[config.mk]
export PLATFORM = sky130hd
export DESIGN_NAME = engine_dispatcher
export DESIGN_NICKNAME = d
export VERILOG_FILES = /design/src/rtl/mandel_pkg.sv /design/src/rtl/engine_dispatcher_prio_pick.sv /design/src/rtl/engine_dispatcher.sv
export SDC_FILE = /design/constraint.sdc
export NUM_CORES = 1
export LEC_CHECK = 0
export ABC_AREA = 0
export BUFFER_PORTS_ARGS = -buffer_cell sky130_fd_sc_hd__buf_2
export CAP_MARGIN = 40
export CELL_PAD_IN_SITES_DETAIL_PLACEMENT = 0
export CELL_PAD_IN_SITES_GLOBAL_PLACEMENT = 2
export CORE_MARGIN = 2
export CORE_UTILIZATION = 36
export CTS_CLUSTER_SIZE = 25
export DETAILED_ROUTE_END_ITERATION = 7
export GPL_TIMING_DRIVEN = 0
export PLACE_DENSITY = 0.8
export SLEW_MARGIN = 10
export SYNTH_ARGS = -nofsm -noshare
export SYNTH_HDL_FRONTEND = slang
export SYNTH_HIERARCHICAL = 1
export SYNTH_SLANG_ARGS = --single-unit
export TNS_END_PERCENT = 30
[constraint.sdc]
create_clock -name clk -period 7.5 [get_ports clk]
set_clock_uncertainty 0.1 [all_clocks]
set_input_delay 1.5 -clock clk [delete_from_list [all_inputs] [get_ports clk]]
set_output_delay 1.5 -clock clk [all_outputs]
set_load 0.02 [all_outputs]
[src/rtl/mandel_pkg.sv]
// Shared types and default frame geometry for the mandelbrot datapath.
package mandel_pkg;

  localparam int DEFAULT_NUM_ENGINES = 3;
  localparam int DEFAULT_PIXEL_WIDTH = 32;
  localparam int DEFAULT_FRAME_W     = 640;
  localparam int DEFAULT_FRAME_H     = 480;

  typedef logic [DEFAULT_PIXEL_WIDTH-1:0] pixel_t;

  typedef enum logic [1:0] {
    IDLE  = 2'd0,
    RUN   = 2'd1,
    DRAIN = 2'd2
  } disp_state_t;

endpackage

[src/rtl/engine_dispatcher_prio_pick.sv]
// Lowest-index one-hot picker over a vector of request bits.
module prio_pick #(
  parameter int N = 3
) (
  input  logic [N-1:0] req,
  output logic [N-1:0] grant,
  output logic         any
);

  // Scan from the top down so the lowest set request is the last one written
  always_comb begin
    grant = '0;
    for (int i = N - 1; i >= 0; i--) begin
      if (req[i]) begin
        grant    = '0;
        grant[i] = 1'b1;
      end
    end
  end

  assign any = |req;

endmodule

[src/rtl/engine_dispatcher.sv]
// Raster-order pixel scheduler feeding a bank of mandelbrot engines.
// Each pixel goes to the lowest-index engine that is idle and whose
// output queue has room; frame_done fires once every engine has drained.
module engine_dispatcher
  import mandel_pkg::*;
#(
  parameter int NUM_ENGINES = DEFAULT_NUM_ENGINES,
  parameter int PIXEL_WIDTH = DEFAULT_PIXEL_WIDTH,
  parameter int FRAME_W     = DEFAULT_FRAME_W,
  parameter int FRAME_H     = DEFAULT_FRAME_H
) (
  input  logic                   clk,
  input  logic                   reset,
  input  logic                   frame_start,
  input  logic [NUM_ENGINES-1:0] eng_done,
  input  logic [NUM_ENGINES-1:0] queue_full,
  output logic [NUM_ENGINES-1:0] eng_start,
  output logic [PIXEL_WIDTH-1:0] px_x,
  output logic [PIXEL_WIDTH-1:0] px_y,
  output logic [NUM_ENGINES-1:0] eng_busy,
  output logic                   busy,
  output logic                   frame_done
);

  localparam logic [PIXEL_WIDTH-1:0] X_LAST = PIXEL_WIDTH'(FRAME_W - 1);
  localparam logic [PIXEL_WIDTH-1:0] Y_LAST = PIXEL_WIDTH'(FRAME_H - 1);
  localparam logic [PIXEL_WIDTH-1:0] ONE    = PIXEL_WIDTH'(1);

  disp_state_t            state;
  logic [PIXEL_WIDTH-1:0] x_cnt;
  logic [PIXEL_WIDTH-1:0] y_cnt;
  logic [NUM_ENGINES-1:0] eligible;
  logic [NUM_ENGINES-1:0] pick;
  logic                   pick_any;
  logic                   dispatch;
  logic [NUM_ENGINES-1:0] busy_next;
  logic                   x_last;
  logic                   y_last;

  // Eligibility looks only at the registered busy flags, so an engine whose
  // done arrives this cycle is not restarted until the following cycle.
  assign eligible = ~eng_busy & ~queue_full;

  prio_pick #(
    .N(NUM_ENGINES)
  ) u_pick (
    .req  (eligible),
    .grant(pick),
    .any  (pick_any)
  );

  assign dispatch = (state == RUN) && pick_any;
  assign x_last   = (x_cnt == X_LAST);
  assign y_last   = (y_cnt == Y_LAST);
  assign busy     = (state != IDLE);

  // Done pulses clear their engine, a dispatch marks the picked engine busy
  always_comb begin
    busy_next = eng_busy & ~eng_done;
    if (dispatch) begin
      busy_next = busy_next | pick;
    end
  end

  // Frame walker: issues pixels in raster order and waits for the engines to drain
  always_ff @(posedge clk) begin
    if (reset) begin
      state      <= IDLE;
      x_cnt      <= '0;
      y_cnt      <= '0;
      eng_start  <= '0;
      px_x       <= '0;
      px_y       <= '0;
      eng_busy   <= '0;
      frame_done <= 1'b0;
    end else begin
      eng_start  <= '0;
      frame_done <= 1'b0;
      eng_busy   <= busy_next;
      case (state)
        IDLE: begin
          if (frame_start) begin
            state <= RUN;
            x_cnt <= '0;
            y_cnt <= '0;
          end
        end
        RUN: begin
          if (pick_any) begin
            eng_start <= pick;
            px_x      <= x_cnt;
            px_y      <= y_cnt;
            if (x_last) begin
              x_cnt <= '0;
              if (y_last) begin
                state <= DRAIN;
              end else begin
                y_cnt <= y_cnt + ONE;
              end
            end else begin
              x_cnt <= x_cnt + ONE;
            end
          end
        end
        DRAIN: begin
          if (eng_busy == '0) begin
            state      <= IDLE;
            frame_done <= 1'b1;
          end
        end
        default: begin
          state <= IDLE;
        end
      endcase
    end
  end

endmodule

# After elaboration in Yosys (flattened, before gate mapping)
# Index checks and enable logic that the tools add are counted.
# totals
romBits,0
latch_bits,0
mem_count,0
elab_cells,60
mem_bits_rw,0
regBits,137
output_inout_bits,72
# op_classes
n_eq_ne,10
mux,19
multipliers,0
div_mod_pow,0
reduce_logical,12
bitwise_logic,9
shift,0
addsub,2
n_lt_le_gt_ge,0
# op_table
cell,count
$mux 32,6
$pmux 32 s2,2
$add 32x1->32 const B,2
$eq 32x10->1 const B,1
$eq 32x9->1 const B,1
$mux 3,4
$ne 2x2->1 const B,6
$mux 2,5
$reduce_and 5->1,2
$not 3->3,3
$and 3x3->3,2
$pmux 2 s3,1
$reduce_or 3->1,2
$reduce_bool 2->1,2
$logic_not 3->1,1
$not 1->1,3
$or 3x3->3,1
$reduce_and 3->1,1
$eq 2x1->1 const B,1
$eq 2x2->1 const B,1
$logic_not 2->1,1
$reduce_and 2->1,1
$reduce_or 2->1,1
$logic_and 1x1->1,1
$mux 1,1

# Depth between registers and ports, before layout
# Gate-level depths: netlist (run 1).
# depth
word_depth,7
mapped_depth,9
depth_no_buf,8

# Hierarchy
# Netlist (run 1), hierarchy kept.
# modules_own_cells
module,cells_each,n_inst,seq_area_each_um2,area_each_um2
engine_dispatcher,717,1,2742.6,5745.5
prio_pick,4,1,0.0,27.5

# Least setup slack after synthesis (run 1)
# Ideal clock, no wire load.
# synth_path
path_kind,input to register
startpoint,in queue_full[0]
endpoint,reg x_cnt[21]
t_arrival_ns,3.281
stages,9
slack_ns,3.991
path_cell_list,nor2_1 -> or3_1 -> mux2i_1 -> or3_1 -> clkbuf_1 -> nor4_1 -> nand4_1 -> xor2_1 -> nor2_1
# synth_between
elab_chain_cells,5
# synth_rtl
element,line,rtl
"start, declared",engine_dispatcher.sv:16,"input logic [NUM_ENGINES-1:0] queue_full,"
$not 3->3,engine_dispatcher.sv:42,assign eligible = ~eng_busy & ~queue_full;
$and 3x3->3,engine_dispatcher.sv:42,
$reduce_or 3->1,engine_dispatcher_prio_pick.sv:21,assign any = |req;
via pick_any,engine_dispatcher.sv:34,logic pick_any;
$ne 2x2->1 (no source line),n/a,
$reduce_and 3->1 (no source line),n/a,
"end signal, assigned",engine_dispatcher.sv:101,x_cnt <= x_cnt + ONE;
"end, declared",engine_dispatcher.sv:30,logic [PIXEL_WIDTH-1:0] x_cnt;
# The timed path passes the listed nets, and every way through them passes these cells.
# A chain may end at the register's enable or synchronous reset.

# Worst setup path after layout (run 1)
# layout_path
startpoint,in queue_full[0]
endpoint,reg x_cnt[21]
# layout_between
elab_chain_cells,5
# layout_rtl
element,line,rtl
$not 3->3,engine_dispatcher.sv:42,
$and 3x3->3,engine_dispatcher.sv:42,
via eligible[0],engine_dispatcher.sv:32,logic [NUM_ENGINES-1:0] eligible;
$reduce_or 3->1,engine_dispatcher_prio_pick.sv:21,
via pick_any,engine_dispatcher.sv:34,
$ne 2x2->1 (no source line),n/a,
$reduce_and 3->1 (no source line),n/a,
# The timed path passes the listed nets, and every way through them passes these cells.

==> results.json, run 1 <==
{
  "diodes": 0,
  "ys_types": 53,
  "ys_seq_elements": 137,
  "syn_area_sq_um": 5770,
  "cts_sinks": 137,
  "post-synth-top-area-cell": "dfxtp_1",
  "num_rows": 46,
  "vias": 5341,
  "path_cells": "buf_2 > nor2_1 > or3_1 > mux2i_1 > or3_1 > clkbuf_1 > nor4_1 > nand4_1 > xor2_1 > nor2_1",
  "dieHeight_microns": 131,
  "drv_slew": 0,
  "clk_pin_slew_ps": 60,
  "drive_gt1_frac": 0.150,
  "tns_ps": 0,
  "synth_edf_count": 0,
  "postCtsHoldBufs": 0,
  "async_reset_ff_frac": 0,
  "hp-start": "px_y[18]$_SDFFE_PP0P_",
  "cts_root_buffer": "clkbuf_16",
  "first_pass_iters": 5,
  "ioPinCount": 81,
  "die-area_sq_um": 17100,
  "synth_warnings": 6,
  "fp.dieW_microns": 131,
  "synth-seq-area-share": 0.475,
  "antenna_found_initial": 0,
  "crit_type": "in -> reg",
  "synth.top_cell.area_share": 0.475,
  "arrival_ps": 3840,
  "status": "complete, no violations",
  "hold_path_depth": 2,
  "syn2layout_area_growth_pct": 22.0,
  "hold_violations": 0,
  "critical_path.slowest_cell": "nor4_1",
  "first_iter_violations": 296,
  "wl_microns": 15600,
  "slowest_delay_ps": 690,
  "drv_cap": 0,
  "cts_tree": "yes",
  "whs_endpoint": "px_y[18]$_SDFFE_PP0P_",
  "core_area_sq_um": 15800,
  "cp-start-kind": "input port",
  "hold_class": "reg -> reg",
  "postCtsSetupRepairBufs": 0,
  "grt_pass1_vias": 5075,
  "timing.fmax_mhz": 275,
  "cp-end-kind": "register",
  "synth_area_leaders": "dfxtp_1, nand2_1, a21oi_1, nor2_1, xor2_1",
  "setup_viol_count_final": 0,
  "r2r_end": "y_cnt[26]$_SDFFE_PP0P_",
  "place.gp.congestion": 0.780,
  "r2r-start": "y_cnt[5]$_SDFFE_PP0P_",
  "cts_resized": 0,
  "cts_buffers": 17,
  "grt_usage": 0.191,
  "fin_nets": 831,
  "tightest_slew_ps": 779,
  "synth_flop_cell": "dfxtp_1",
  "p_leak_nw": 2.59,
  "rsz0062_at_grt": "false",
  "hpwl_microns": 11200,
  "clock_latency_ps": 420,
  "layout_min_cycle_time_ps": 3640,
  "vias_per_cell": 5.09,
  "final_common_cell": "nand2_1",
  "irDropWorstVdd_v": 0.000155,
  "path_max_fanout": 6,
  "io_buffers": 80,
  "power_density_nw_per_um2": 234,
  "grt_first_pass_wirelength_microns": 25400,
  "ff2ff_path_depth": 8,
  "max_slew_margin": 0.476,
  "layout_common_cells": "nand2_1, dfxtp_1, buf_2",
  "cts-htree-levels": 4,
  "syn_area_per_cell_sq_um": 8.01,
  "worst_ep_required_time_ps": 7700,
  "clockBufferDepth": 2,
  "synthCells": 721,
  "grt_overflow_total": 0,
  "reg2reg_slack_ps": 4320,
  "synth_nets": 732,
  "min_period_over_period": 0.485,
  "drc": 0,
  "grt_max_degree": 17,
  "start_util": 0.366,
  "wl_per_cell_microns": 14.8,
  "holdWs_ps": 349,
  "ant_nets": 0
}
==> flip-flops by register name, indices dropped and copies added (netlist names) <==
name and flops:
px_x 32, px_y 32, x_cnt 32, y_cnt 32
eng_busy 3, eng_start 3, state 2, frame_done 1
==> where the power goes <==
part	total [mW]	switching, mW	internal, mW
Sequential	0.733	0.00200	0.731
Combinational	0.0704	0.0539	0.0166
Clock	0.842	0.332	0.509
Total	1.65	0.388	1.26
==> metrics by stage <==
stage,utilization,std cells,area [sq um],setup WS (ps),power [mW]
floorplan,-,721,5770,3990,0.795
global placement,0.409,1017,6440,3420,0.820
detailed placement,0.409,1017,6440,3400,0.820
CTS,0.447,1049,7040,3840,1.67
global route,0.447,1049,7040,3570,1.71
finish,0.447,1049,7040,3860,1.65
==> synthesized netlist by cell type (2+ instances only) <==
| library cell | n |
|---|---|
| nand2_1 | 161 |
| ha_1 | 2 |
| and4_1 | 10 |
| and2_1 | 3 |
| nand4_1 | 13 |
| o21ai_0 | 29 |
| nor4_1 | 13 |
| xor2_1 | 19 |
| or2_1 | 2 |
| buf_1 | 6 |
| a21o_1 | 4 |
| nor3_1 | 12 |
| o22a_1 | 3 |
| nor2_1 | 62 |
| nand3_1 | 27 |
| nand3b_1 | 5 |
| o41ai_1 | 2 |
| dfxtp_1 | 137 |
| o211ai_1 | 3 |
| o31ai_1 | 10 |
| inv_1 | 8 |
| nor2b_1 | 4 |
| or3_1 | 7 |
| a41oi_1 | 2 |
| nor4b_1 | 2 |
| nand2b_1 | 5 |
| a31oi_1 | 6 |
| a21oi_1 | 76 |
| o21ai_1 | 10 |
| xnor2_1 | 11 |
| and3_1 | 13 |
| nor4_2 | 2 |
| clkbuf_1 | 31 |
| buf_6 | 2 |
==> area by class of cell <==
| class | count | area [sq um] |
|---|---|---|
| clock buffer | 19 | 453 |
| fill | 1678 | 8730 |
| sequential | 137 | 2740 |
| multi-input combinational | 534 | 2820 |
| buffer | 42 | 179 |
| timing repair buffer | 80 | 400 |
| inverter | 8 | 30.0 |
| clock inverter | 13 | 145 |
| tap | 216 | 270 |
==> routing by layer <==
layer	up-vias	routed length, microns	track usage
met3	19	451	0.0428
met1	2540	7110	0.237
li1	2698	-	-
met5	-	0	0
met4	0	252	0.0695
met2	84	7760	0.326
==> critical path: cells and delay by family <==
kind	cells	cell delay, ps
AND/OR/NAND/NOR	6	1690
buffers and inverters	2	300
multiplexers	1	160
XOR/XNOR	1	160
==> kinds of logic (layout without fill, tap and decap cells) <==
family                     Yosys count  in the layout  share of synthesized area
xor gates and xnor gates            30             30                     0.0455
muxes                                1              1                    0.00173
adders and majority gates            2              2                    0.00433
AOI/OAI and AO/OA                  154            154                      0.154
buffers and inverters               50            162                     0.0362
DFF                                137            137                      0.475
and+or+nand+nor                    347            347                      0.283
==> worst max path at each step <==
| stage | from | endpoint | depth (start not counted) |
|---|---|---|---|
| after floorplan | queue_full[0] | x_cnt[21]$_SDFFE_PP0P_ | 9 |
| after global placement | queue_full[0] | x_cnt[16]$_SDFFE_PP0P_ | 8 |
| after detailed placement | queue_full[0] | x_cnt[21]$_SDFFE_PP0P_ | 10 |
| after CTS | queue_full[0] | x_cnt[21]$_SDFFE_PP0P_ | 10 |
| after global routing | queue_full[0] | x_cnt[21]$_SDFFE_PP0P_ | 10 |
| final | queue_full[0] | x_cnt[21]$_SDFFE_PP0P_ | 10 |
(Power assumes the default switching activity.)
==> run 2: changes to the inputs <==
Settings changed: CORE_UTILIZATION 36 to 33, PLACE_DENSITY 0.8 to 0.74.
Clock period 7.5 ns to 3.4 ns, I/O delays scaled along.
==> run 2 against run 1 <==
Against the previous run: global-route usage shrank 1.5 points; sequential power grew 120%; cell area grew 0.12%; power grew 120%; sequential cell count is the same; first-iteration DRC count shrank 7.4%; combinational power grew 120%; non-clock buffer count is the same; cell count grew 0.67%; via count shrank 1.1%; die area grew 8.8%; register-to-register slack lost 4100 ps; largest cell class unchanged.
==> results.json, run 2 (same netlist as run 1, synthesis figures left out) <==
{
  "timing.fmax_mhz": 311,
  "arrival_ps": 3430,
  "p_sw_mw": 0.808,
  "first_iter_violations": 274,
  "dp_worst_setup_slack_ps": 96.3,
  "clk_pin_slew_ps": 60,
  "cts-htree-levels": 4,
  "max_slew_margin": 0.461,
  "drive_gt1_frac": 0.144,
  "place.gp.congestion": 0.796,
  "grt_first_pass_wirelength_microns": 25400,
  "drv_cap": 0,
  "die-area_sq_um": 18600,
  "grt_max_degree": 17,
  "fp.dieW_microns": 136,
  "start_util": 0.336,
  "fin_ws_ps": 185,
  "power_density_nw_per_um2": 519,
  "layout_min_cycle_time_ps": 3210,
  "irDropWorstVdd_v": 0.000399,
  "syn2layout_area_growth_pct": 22.1,
  "wl_per_cell_microns": 15.3,
  "p_leak_nw": 2.59,
  "final_common_cell": "nand2_1",
  "drv_slew": 0,
  "io_buffers": 80,
  "clock_power_share": 0.516,
  "fin_nets": 831,
  "routed-wl-met2_microns": 8140,
  "final_core_util": 0.410,
  "clock_latency_ps": 420,
  "rsz0062_at_grt": "true",
  "vias": 5280,
  "ant_nets": 0,
  "holdWs_ps": 350,
  "drc": 0,
  "antenna_found_initial": 0,
  "num_rows": 48,
  "status": "complete, no violations",
  "cts_tree": "yes",
  "cts_buffers": 17,
  "crit_type": "reg -> reg",
  "tightest_slew_ps": 802,
  "seqPwrFrac": 0.442,
  "p_int_mw": 2.85,
  "core_area_sq_um": 17200,
  "grt_overflow_total": 0,
  "hold_class": "reg -> reg",
  "vias_per_cell": 5.00,
  "grt_usage": 0.176,
  "highest_layer": "met4",
  "path_max_fanout": 10,
  "wl_microns": 16200,
  "comb_power_share": 0.042,
  "wl_met1_microns": 7280,
  "hold_violations": 0,
  "tns_ps": 0,
  "clockBufferDepth": 2,
  "detailed_place.area_sq_um": 6450,
  "setup_viol_count_final": 0,
  "cts_sinks": 137,
  "cp-start-kind": "register",
  "first_pass_iters": 5,
  "ioPinCount": 81,
  "min_period_over_period": 0.946,
  "dieHeight_microns": 136,
  "cts_root_buffer": "clkbuf_16",
  "met3_length_microns": 513,
  "hpwl_microns": 11600,
  "layout_common_cells": "nand2_1, dfxtp_1, buf_2",
  "cp-end-kind": "register",
  "worst_ep_required_time_ps": 3620,
  "netSwitchingFraction": 0.221,
  "grt_pass1_vias": 4946,
  "diodes": 0,
  "fin_area_sq_um": 7050
}
## run 2: cell type report
type,instances,area (sq um)
multi-input combinational,534,2820
clock inverter,7,118
sequential,137,2740
clock buffer,23,478
buffer,42,179
fill,1810,10100
timing repair buffer,80,400
inverter,8,30.0
tap,225,282
## run 2: critical path, stage by stage (launching register included)
cell      delay (ps)
dfxtp_1          300
clkbuf_1         200
nor4_1           470
nand4_1          240
or3_1            460
a31oi_2          560
buf_1            490
o21ai_0          190
o31ai_1          100
## run 2: final timing paths
check,depth (start not counted),endpoint,start,slack (ps)
max,8,y_cnt[21]$_SDFFE_PP0P_,y_cnt[5]$_SDFFE_PP0P_,190
min,2,px_x[3]$_SDFFE_PP0P_,px_x[3]$_SDFFE_PP0P_,350
max reg2reg,8,y_cnt[21]$_SDFFE_PP0P_,y_cnt[5]$_SDFFE_PP0P_,190
min reg2reg,2,px_x[3]$_SDFFE_PP0P_,px_x[3]$_SDFFE_PP0P_,350
## run 2: layer usage
metal  up-vias  GRT usage
met5         -          0
met3        15     0.0388
met1      2486      0.215
li1       2696          -
met2        83      0.307
met4         0     0.0532
## run 2: power by group through the flow
stage	Clock [mW]	Sequential [mW]	Combinational (mW)
finish	1.89	1.62	0.155
detailed placement	0	1.65	0.158
global route	2.00	1.62	0.176
CTS	1.94	1.62	0.159
floorplan	0	1.65	0.0988
global placement	0	1.65	0.158
## run 2: repair_timing
item / 4_1_cts / 5_1_grt
hold buffers: 0 / 0
setup endpoints to repair: 0 / 7
setup buffers: 0 / 0
resized for setup: 0 / 1
## run 2: stage by stage
step | instances | power [mW]
2_1_floorplan | 721 | 1.75
3_3_place_gp | 1026 | 1.81
3_5_place_dp | 1026 | 1.81
4_1_cts | 1056 | 3.71
5_1_grt | 1056 | 3.80
6_report | 1056 | 3.66
